## src/rtl/uart_tx_arb_if.sv

```systemverilog
// Requester/serializer handshake bundle for uart_tx_arb.
// The arbiter connects through modport master; the requesters and serializer use slave.
interface uart_tx_arb_if #(
  parameter int N_REQ = 4,
  parameter int W_DAT = 32
);
  logic [N_REQ-1:0]       req;
  logic [N_REQ*W_DAT-1:0] dat;
  logic [N_REQ-1:0]       ack;
  logic [N_REQ-1:0]       fin;
  logic [N_REQ-1:0]       err;
  logic                   busy;
  logic [W_DAT-1:0]       tx_dat;
  logic                   tx_snd;
  logic                   tx_fin;

  modport master (input req, dat, tx_fin, output ack, fin, err, busy, tx_dat, tx_snd);
  modport slave  (output req, dat, tx_fin, input ack, fin, err, busy, tx_dat, tx_snd);
endinterface

```

## src/rtl/uart_tx_arb.sv

```systemverilog
// Round-robin arbiter granting N_REQ requesters one frame at a time to a UART serializer.
// Optional WAIT timeout is enabled by defining UART_ARB_TIMEOUT_EN.
module uart_tx_arb #(
  parameter int N_REQ  = 4,
  parameter int N_BYT  = 4,
  parameter int N_GAP  = 2,
  parameter int TO_CYC = 65535
) (
  input  logic           clk,
  input  logic           rst_n,
  uart_tx_arb_if.master  bus
);
  localparam int W_DAT = 8 * N_BYT;
  localparam int GI    = $clog2(N_REQ);
  localparam int GW    = (N_GAP > 0) ? $clog2(N_GAP + 1) : 1;
  localparam logic [N_REQ-1:0] ONE = N_REQ'(1);

  typedef enum logic [1:0] {IDLE, WAIT, GAP} state_e;

  state_e           state_q;
  logic [GI-1:0]    last_q, own_q, win, cand;
  logic [GW-1:0]    gap_q;
  logic [N_REQ-1:0] ack_q, fin_q, err_q;
  logic             busy_q, snd_q, to_hit;
  logic [W_DAT-1:0] dat_q;

`ifdef UART_ARB_TIMEOUT_EN
  localparam int TW = $clog2(TO_CYC + 1);
  logic [TW-1:0] to_q;
  assign to_hit = (to_q == TW'(TO_CYC - 1));
`else
  // Never fires; TO_CYC only matters when the timeout is built in.
  assign to_hit = (TO_CYC < 0);
`endif

  // Scan from farthest to nearest so the nearest requester after last_q wins.
  always_comb begin
    win  = last_q;
    cand = last_q;
    for (int k = N_REQ; k >= 1; k--) begin
      cand = GI'((int'(last_q) + k) % N_REQ);
      if (bus.req[cand]) win = cand;
    end
  end

  always_ff @(posedge clk) begin
    if (!rst_n) begin
      state_q <= IDLE;
      last_q  <= GI'(N_REQ - 1);
      own_q   <= '0;
      gap_q   <= '0;
      ack_q   <= '0;
      fin_q   <= '0;
      err_q   <= '0;
      busy_q  <= 1'b0;
      snd_q   <= 1'b0;
      dat_q   <= '0;
`ifdef UART_ARB_TIMEOUT_EN
      to_q    <= '0;
`endif
    end else begin
      ack_q <= '0;
      fin_q <= '0;
      err_q <= '0;
      snd_q <= 1'b0;
      unique case (state_q)
        IDLE: begin
          if (|bus.req) begin
            state_q <= WAIT;
            busy_q  <= 1'b1;
            snd_q   <= 1'b1;
            own_q   <= win;
            last_q  <= win;
            ack_q   <= ONE << win;
            dat_q   <= bus.dat[W_DAT*win +: W_DAT];
`ifdef UART_ARB_TIMEOUT_EN
            to_q    <= '0;
`endif
          end
        end
        WAIT: begin
          // A finish in the same cycle as the timeout counts as completion.
          if (bus.tx_fin || to_hit) begin
            if (bus.tx_fin) fin_q <= ONE << own_q;
            else            err_q <= ONE << own_q;
            gap_q <= '0;
            if (N_GAP == 0) begin
              state_q <= IDLE;
              busy_q  <= 1'b0;
            end else begin
              state_q <= GAP;
            end
          end else begin
`ifdef UART_ARB_TIMEOUT_EN
            to_q <= to_q + 1'b1;
`endif
          end
        end
        GAP: begin
          if (gap_q == GW'(N_GAP - 1)) begin
            state_q <= IDLE;
            busy_q  <= 1'b0;
          end else begin
            gap_q <= gap_q + 1'b1;
          end
        end
        default: begin
          state_q <= IDLE;
          busy_q  <= 1'b0;
        end
      endcase
    end
  end

  assign bus.ack    = ack_q;
  assign bus.fin    = fin_q;
  assign bus.err    = err_q;
  assign bus.busy   = busy_q;
  assign bus.tx_snd = snd_q;
  assign bus.tx_dat = dat_q;
endmodule

```

## src/flat_wrapper.sv

```systemverilog
// flat-port wrapper written by rule: the top's interface ports become plain ports
module uart_tx_arb_flat 
#(
  parameter int N_REQ  = 4,
  parameter int N_BYT  = 4,
  parameter int N_GAP  = 2,
  parameter int TO_CYC = 65535
)
  (clk, rst_n, bus_req, bus_dat, bus_tx_fin, bus_ack, bus_fin, bus_err, bus_busy, bus_tx_dat, bus_tx_snd);
  uart_tx_arb_if #(.N_REQ(N_REQ), .W_DAT((8 * N_BYT))) bus_i ();
  input  logic clk;
  input  logic rst_n;
  input wire logic [$bits(bus_i.req)-1:0] bus_req;
  input wire logic [$bits(bus_i.dat)-1:0] bus_dat;
  input wire logic [$bits(bus_i.tx_fin)-1:0] bus_tx_fin;
  output wire logic [$bits(bus_i.ack)-1:0] bus_ack;
  output wire logic [$bits(bus_i.fin)-1:0] bus_fin;
  output wire logic [$bits(bus_i.err)-1:0] bus_err;
  output wire logic [$bits(bus_i.busy)-1:0] bus_busy;
  output wire logic [$bits(bus_i.tx_dat)-1:0] bus_tx_dat;
  output wire logic [$bits(bus_i.tx_snd)-1:0] bus_tx_snd;
  assign bus_i.req = bus_req;
  assign bus_i.dat = bus_dat;
  assign bus_i.tx_fin = bus_tx_fin;
  assign bus_ack = bus_i.ack;
  assign bus_fin = bus_i.fin;
  assign bus_err = bus_i.err;
  assign bus_busy = bus_i.busy;
  assign bus_tx_dat = bus_i.tx_dat;
  assign bus_tx_snd = bus_i.tx_snd;
  uart_tx_arb #(.N_REQ(N_REQ), .N_BYT(N_BYT), .N_GAP(N_GAP), .TO_CYC(TO_CYC)) u_core (.clk(clk), .rst_n(rst_n), .bus(bus_i));
endmodule
```

## config.mk

```make
export PLATFORM = sky130hd
export DESIGN_NAME = uart_tx_arb_flat
export DESIGN_NICKNAME = d
export VERILOG_FILES = /design/src/rtl/uart_tx_arb_if.sv /design/src/rtl/uart_tx_arb.sv /design/src/flat_wrapper.sv
export SDC_FILE = /design/constraint.sdc
export NUM_CORES = 1
export LEC_CHECK = 0
export ABC_CLOCK_PERIOD_IN_PS = 2080
export BUFFER_PORTS_ARGS = -buffer_cell sky130_fd_sc_hd__buf_2
export CORE_MARGIN = 5
export CORE_UTILIZATION = 39
export DETAILED_ROUTE_END_ITERATION = 16
export GPL_ROUTABILITY_DRIVEN = 0
export PLACE_DENSITY_LB_ADDON = 0.25
export REMOVE_ABC_BUFFERS = 1
export SYNTH_ARGS = -nofsm -noshare
export SYNTH_HDL_FRONTEND = slang
export SYNTH_SLANG_ARGS = --single-unit
```

## constraint.sdc

```tcl
create_clock -name clk -period 2.08 [get_ports clk]
set_input_delay 0.416 -clock clk [delete_from_list [all_inputs] [get_ports clk]]
set_output_delay 0.416 -clock clk [all_outputs]
set_load 0.02 [all_outputs]
```

Yosys cells after proc, flatten, opt, wreduce, memory -nomap -nowiden
Cells that the tools add are included.
{ "totals": {"regBits": 50, "in_bits": 135, "out_inout_bits": 46, "elab_cells": 62} }
{ "classes": {"add_sub_neg": 5, "magnitude_cmp": 4, "eq_ne": 7, "n_shift": 3, "mux": 23, "bitwise": 1, "n_reduce_logical": 10} }
{ "ops": {"columns": ["cell", "n"], "rows": [
  ["indexed part select 128 x 8 -> 32 bit", 1],
  ["two-way mux 2 bit", 9],
  ["AND reduction 3 bit", 5],
  ["less-than comparator 2 x 3 -> 1 bit (second input constant)", 4],
  ["binary-select mux 1 bit (select 2 bit)", 4],
  ["<< shifter 1 x 2 -> 4 bit (first input constant)", 2],
  ["two-way mux 1 bit", 7],
  ["adder 2 x 1 -> 2 bit (second input constant)", 3],
  ["one-hot mux 2 bit (3 select lines)", 1],
  ["adder 2 bit (second input constant)", 2],
  ["equality test 2 x 1 -> 1 bit (second input constant)", 2],
  ["inequality test 2 x 1 -> 1 bit (second input constant)", 2],
  ["inequality test 2 bit (second input constant)", 2],
  ["one-hot mux 2 bit (2 select lines)", 1],
  ["AND reduction 2 bit", 2],
  ["OR reduction 4 bit", 1],
  ["one-hot mux 1 bit (3 select lines)", 1],
  ["equality test 2 bit (second input constant)", 1],
  ["zero test 2 bit", 1],
  ["nonzero test 2 bit", 1],
  ["inverter 1 bit", 1]
]} }

Logic depth before layout (Yosys ltp)
{ "logic_depth": {"ltp_word": 8, "mapped_depth": 8, "ltp_nobuf": 6} }

Worst setup path before layout
Ideal clock, no wire load.
{ "synth_timing": {"path_type": "input port to flip-flop", "start": "input port bus_req[3]", "end": "register u_core.dat_q[11] (netlist: u_core.bus.tx_dat[11])", "setup_time_ps": 122, "t_arrival_ps": 1962, "required_time_ps": 1958, "path_slack_ps": -4, "cell_stages": 6, "path_cell_list": "nor2b_1 o21a_1 nor3_4 buf_4 mux2_2 a221o_1"} }
{ "synth_between": {"elab_chain_cells": 7, "elab_cells_between_ends": 15, "cone_classes": "shift: 1; mux: 12; reduce/logical: 2"} }
{ "synth_lines": {"columns": ["element", "line", "source"], "rows": [
  ["start: declaration", "flat_wrapper.sv:13", "input wire logic [$bits(bus_i.req)-1:0] bus_req;"],
  ["binary-select mux 1 bit (select 2 bit)", "uart_tx_arb.sv:42", "if (bus.req[cand]) win = cand;"],
  ["two-way mux 1 bit (not written as such)", "uart_tx_arb.sv:42", null],
  ["two-way mux 2 bit (4 in series)", "uart_tx_arb.sv:42", null],
  ["indexed part select 128 x 8 -> 32 bit", "uart_tx_arb.sv:75", "dat_q <= bus.dat[W_DAT*win +: W_DAT];"],
  ["end signal: assignment", "uart_tx_arb.sv:75", null],
  ["end: declaration", "uart_tx_arb.sv:25", "logic [W_DAT-1:0] dat_q;"]
]} }
Several ways; a longest one is shown, not always the timed one. The select of a mux whose other input is x is not followed.
A chain may end at the register's enable or synchronous reset.

Worst setup path in the final report
{ "layout_timing": {"start": "register u_core.last_q[0]", "end": "register u_core.dat_q[9] (netlist: u_core.bus.tx_dat[9])"} }
{ "layout_between": {"elab_chain_cells": 8, "elab_cells_between_ends": 17, "cone_classes": "add/sub: 4; shift: 1; mux: 12"} }
{ "layout_lines": {"columns": ["element", "line", "source"], "rows": [
  ["start: declaration", "uart_tx_arb.sv:21", "logic [GI-1:0] last_q, own_q, win, cand;"],
  ["start signal: assignment", "uart_tx_arb.sv:49", "last_q <= GI'(N_REQ - 1);"],
  ["start signal: assignment", "uart_tx_arb.sv:73", "last_q <= win;"],
  ["adder 2 x 1 -> 2 bit", "uart_tx_arb.sv:41", "cand = GI'((int'(last_q) + k) % N_REQ);"],
  ["binary-select mux 1 bit (select 2 bit)", "uart_tx_arb.sv:42", null],
  ["two-way mux 1 bit (not written as such)", "uart_tx_arb.sv:42", null],
  ["two-way mux 2 bit (3 in series)", "uart_tx_arb.sv:42", null],
  ["two-way mux 2 bit (*)", "uart_tx_arb.sv:42", null],
  ["indexed part select 128 x 8 -> 32 bit (*)", "uart_tx_arb.sv:75", null]
]} }
Every way passes the cells marked *; elsewhere a longest branch is shown, timed or not. The select of a mux whose other input is x is not followed.

==> impl_results.md <==
- Status: completed
- Maximum VDD drop: 0.000313 V
- Iteration count of the initial detailed-routing pass: 4
- Seq/Total Area, Yosys: 34.5%
- Die area: 9270 um2
- Initial drt markers: 163
- Die span in y: 96.3 um
- Critical Path AT: 2.08 ns
- Leakage: 1.92 nW
- Starting density of the core: 40.0%
- Layout cells sized above 1: 45.5%
- Final setup violating endpoints: 0
- CTS buffer count: 5
- GRT Util Overall: 20.9%
- Root buffer cell: clkbuf_8
- Area of the core: 7250 um2
- Buffers on Ports: 176
- Crit path cell chain: nor2b_1 > o21a_1 > nor3_4 > buf_4 > mux2_1 > a221o_1
- H-tree depth: 2
- # nets final: 640
- Cts hold-fix bufs: 0
- Final wirelength: 9940 um
- Syn. warnings: 0
- WP buf/inv: 1
- Post-CTS Setup Inserts: 0
- Cell family with most CP delay: compound AO/OA/AOI/OAI gates
- Clock skew: 0.00948 ns
- Setup Crit Path Kind: flip-flop to flip-flop
- Initial antenna violation count: 0
- Most common cell after layout, fill and taps aside: buf_2
- Worst slack at placement: -0.0551 ns
- Synth Register Bits: 50
- Congestion Overflow GR: 0
- Setup crit start kind: flip-flop
- Via count: 3301
- Die width: 96.3 um
- Crit. End Element: flip-flop
- Hold/Removal Path Class: primary input to flip-flop
- Max cap viols: 0
- Vias per inst: 5.47
- Final min period: 1.89 ns
- Ant. Diodes: 0
- Cell Area, Synth: 2900 um2
- Required @ worst endpoint: 2.27 ns
- Cells after Synth: 331
- Final Util: 56.0%
- Max incr delay on CP: 0.37 ns
- PwrDens: 737 nW/um2
- Syn-to-layout area delta: 39.9%
- Fmax: 0.528 GHz
- Tcrit/Tclk final: 91.1%
- Worst-path fanout max: 10
- CTS tree: done
- DRT antenna net count: 0
- Clock latency on the worst-skew pair: 0.30 ns
- # DRC: 0
- Cts repair resizes: 0
- Synth cell types: 40
- Clock transition at path regs: 0.09 ns
- RSZ-0062 raised after global routing: false
- Ports: 181
- Hold Vio Cnt, Final: 0
- CTS Sinks: 50
- Clock Path Buffers: 2
- # rows: 31
- Leading cell types in the layout, fill and taps excluded: 176 x buf_2, 50 x dfxtp_1, 31 x o31ai_1, 29 x a21oi_1
- Largest net degree at the start of global routing: 24
- Slowest-stage cell, CP: dfxtp_1
- Post-Synthesis Mean Instance Area: 8.77 um2
- First-pass GRT wire length: 15300 um
- Final HPWL DP: 7530 um
- Final setup margin: 0.186 ns
- Vias in the first global route: 3270
- Final Max Slew Viols: 0
- Drt wl/cell: 16.5 um
worst register-to-register path, stage by stage, from the launching register on:
cell,delay [ns]
dfxtp_1,0.37
nor2b_1,0.07
o21a_1,0.22
nor3_4,0.25
buf_4,0.24
mux2_1,0.35
a221o_1,0.29
stage by stage:
step                instances  area [um2]  power, mW  setup TNS [ns]  hold WS, ns
finish                    604        4060       2.99               0        0.429
global route              604        4060       3.17               0        0.424
CTS                       604        4060       3.01               0        0.415
detailed placement        596        3970       2.43          -0.471        0.458
global placement          596        3970       2.41         -0.0481        0.448
floorplan                 297        2720       1.90          -51.83        0.431
final cells by class:
type                            count  area (um2)
Clock buffer                        7        86.3
Clock inverter                      1        5.00
Fill cell                         682        3190
Inverter                            4        15.0
Multi-Input combinational cell    243        1710
Sequential cell                    50        1000
Tap cell                           99         124
Timing Repair Buffer              200        1120
state kept, by name (all words and copies together), names as in the netlist:
| signal | cells |
|---|---|
| u_core.bus.ack | 4 |
| u_core.bus.busy | 1 |
| u_core.bus.fin | 4 |
| u_core.bus.tx_dat | 32 |
| u_core.bus.tx_snd | 1 |
| u_core.gap_q | 2 |
| u_core.last_q | 2 |
| u_core.own_q | 2 |
| u_core.state_q | 2 |
cells in the mapped netlist:
cell,instances,area share (%)
and2_1,1,0.22
dfxtp_1,50,34
nand3b_1,2,0.52
or2_2,3,0.65
a21oi_1,29,5.0
a221o_1,21,7.2
o211ai_1,1,0.26
nand2_1,9,1.2
o31ai_1,31,8.0
nand4_1,21,4.5
inv_1,3,0.39
o21a_1,21,5.4
or4_4,1,0.39
mux2_2,11,4.3
a32oi_1,1,0.30
buf_6,4,1.6
nand3_1,12,2.1
a21oi_2,1,0.30
nor3b_1,2,0.52
conb_1,1,0.13
and2_4,1,0.30
ha_1,1,0.43
nand2b_1,4,0.86
o32ai_1,1,0.30
inv_2,1,0.13
clkbuf_1,22,2.8
mux2_1,10,3.9
nor2b_1,3,0.65
nor3_4,1,0.56
a21o_1,1,0.26
nor2_1,16,2.1
o21ai_0,6,1.0
buf_4,5,1.3
nand2_2,2,0.43
or4_1,1,0.26
and3_1,2,0.43
nor4_1,1,0.22
buf_2,6,1.0
nor2_2,1,0.22
a211oi_1,21,5.4
metal layers:
metal  vias up  global-route usage [%]  wire length (um)
li1       1620                       -                 -
met1      1533                    24.9              3980
met2       132                    36.5              5040
met3        16                    5.32               709
met4         0                    6.89               205
met5         -                       0                 0
final timing paths:
kind	from	to	slack [ns]	cells past startpoint
max	u_core.last_q[0]	u_core.bus.tx_dat[9]	0.19	6
min	rst_n	u_core.bus.busy	0.43	3
max reg2reg	u_core.last_q[0]	u_core.bus.tx_dat[9]	0.19	6
min reg2reg	u_core.bus.tx_dat[26]	u_core.bus.tx_dat[26]	0.47	2
power breakdown:
part	internal [mW]	switching (mW)
clock	0.269	0.311
combinational	0.547	0.689
sequential	1.10	0.0826
cells by family after synthesis:
| logic type | after synthesis | synth area share [%] |
|---|---|---|
| fa+ha+maj | 1 | 0.431 |
| mux | 21 | 8.14 |
| buf+inv | 41 | 7.24 |
| other cells | 1 | 0.129 |
| compound gates | 134 | 33.6 |
| simple gates | 83 | 16.0 |
| flops | 50 | 34.5 |
No activity file was read; power rests on OpenSTA's default activity.
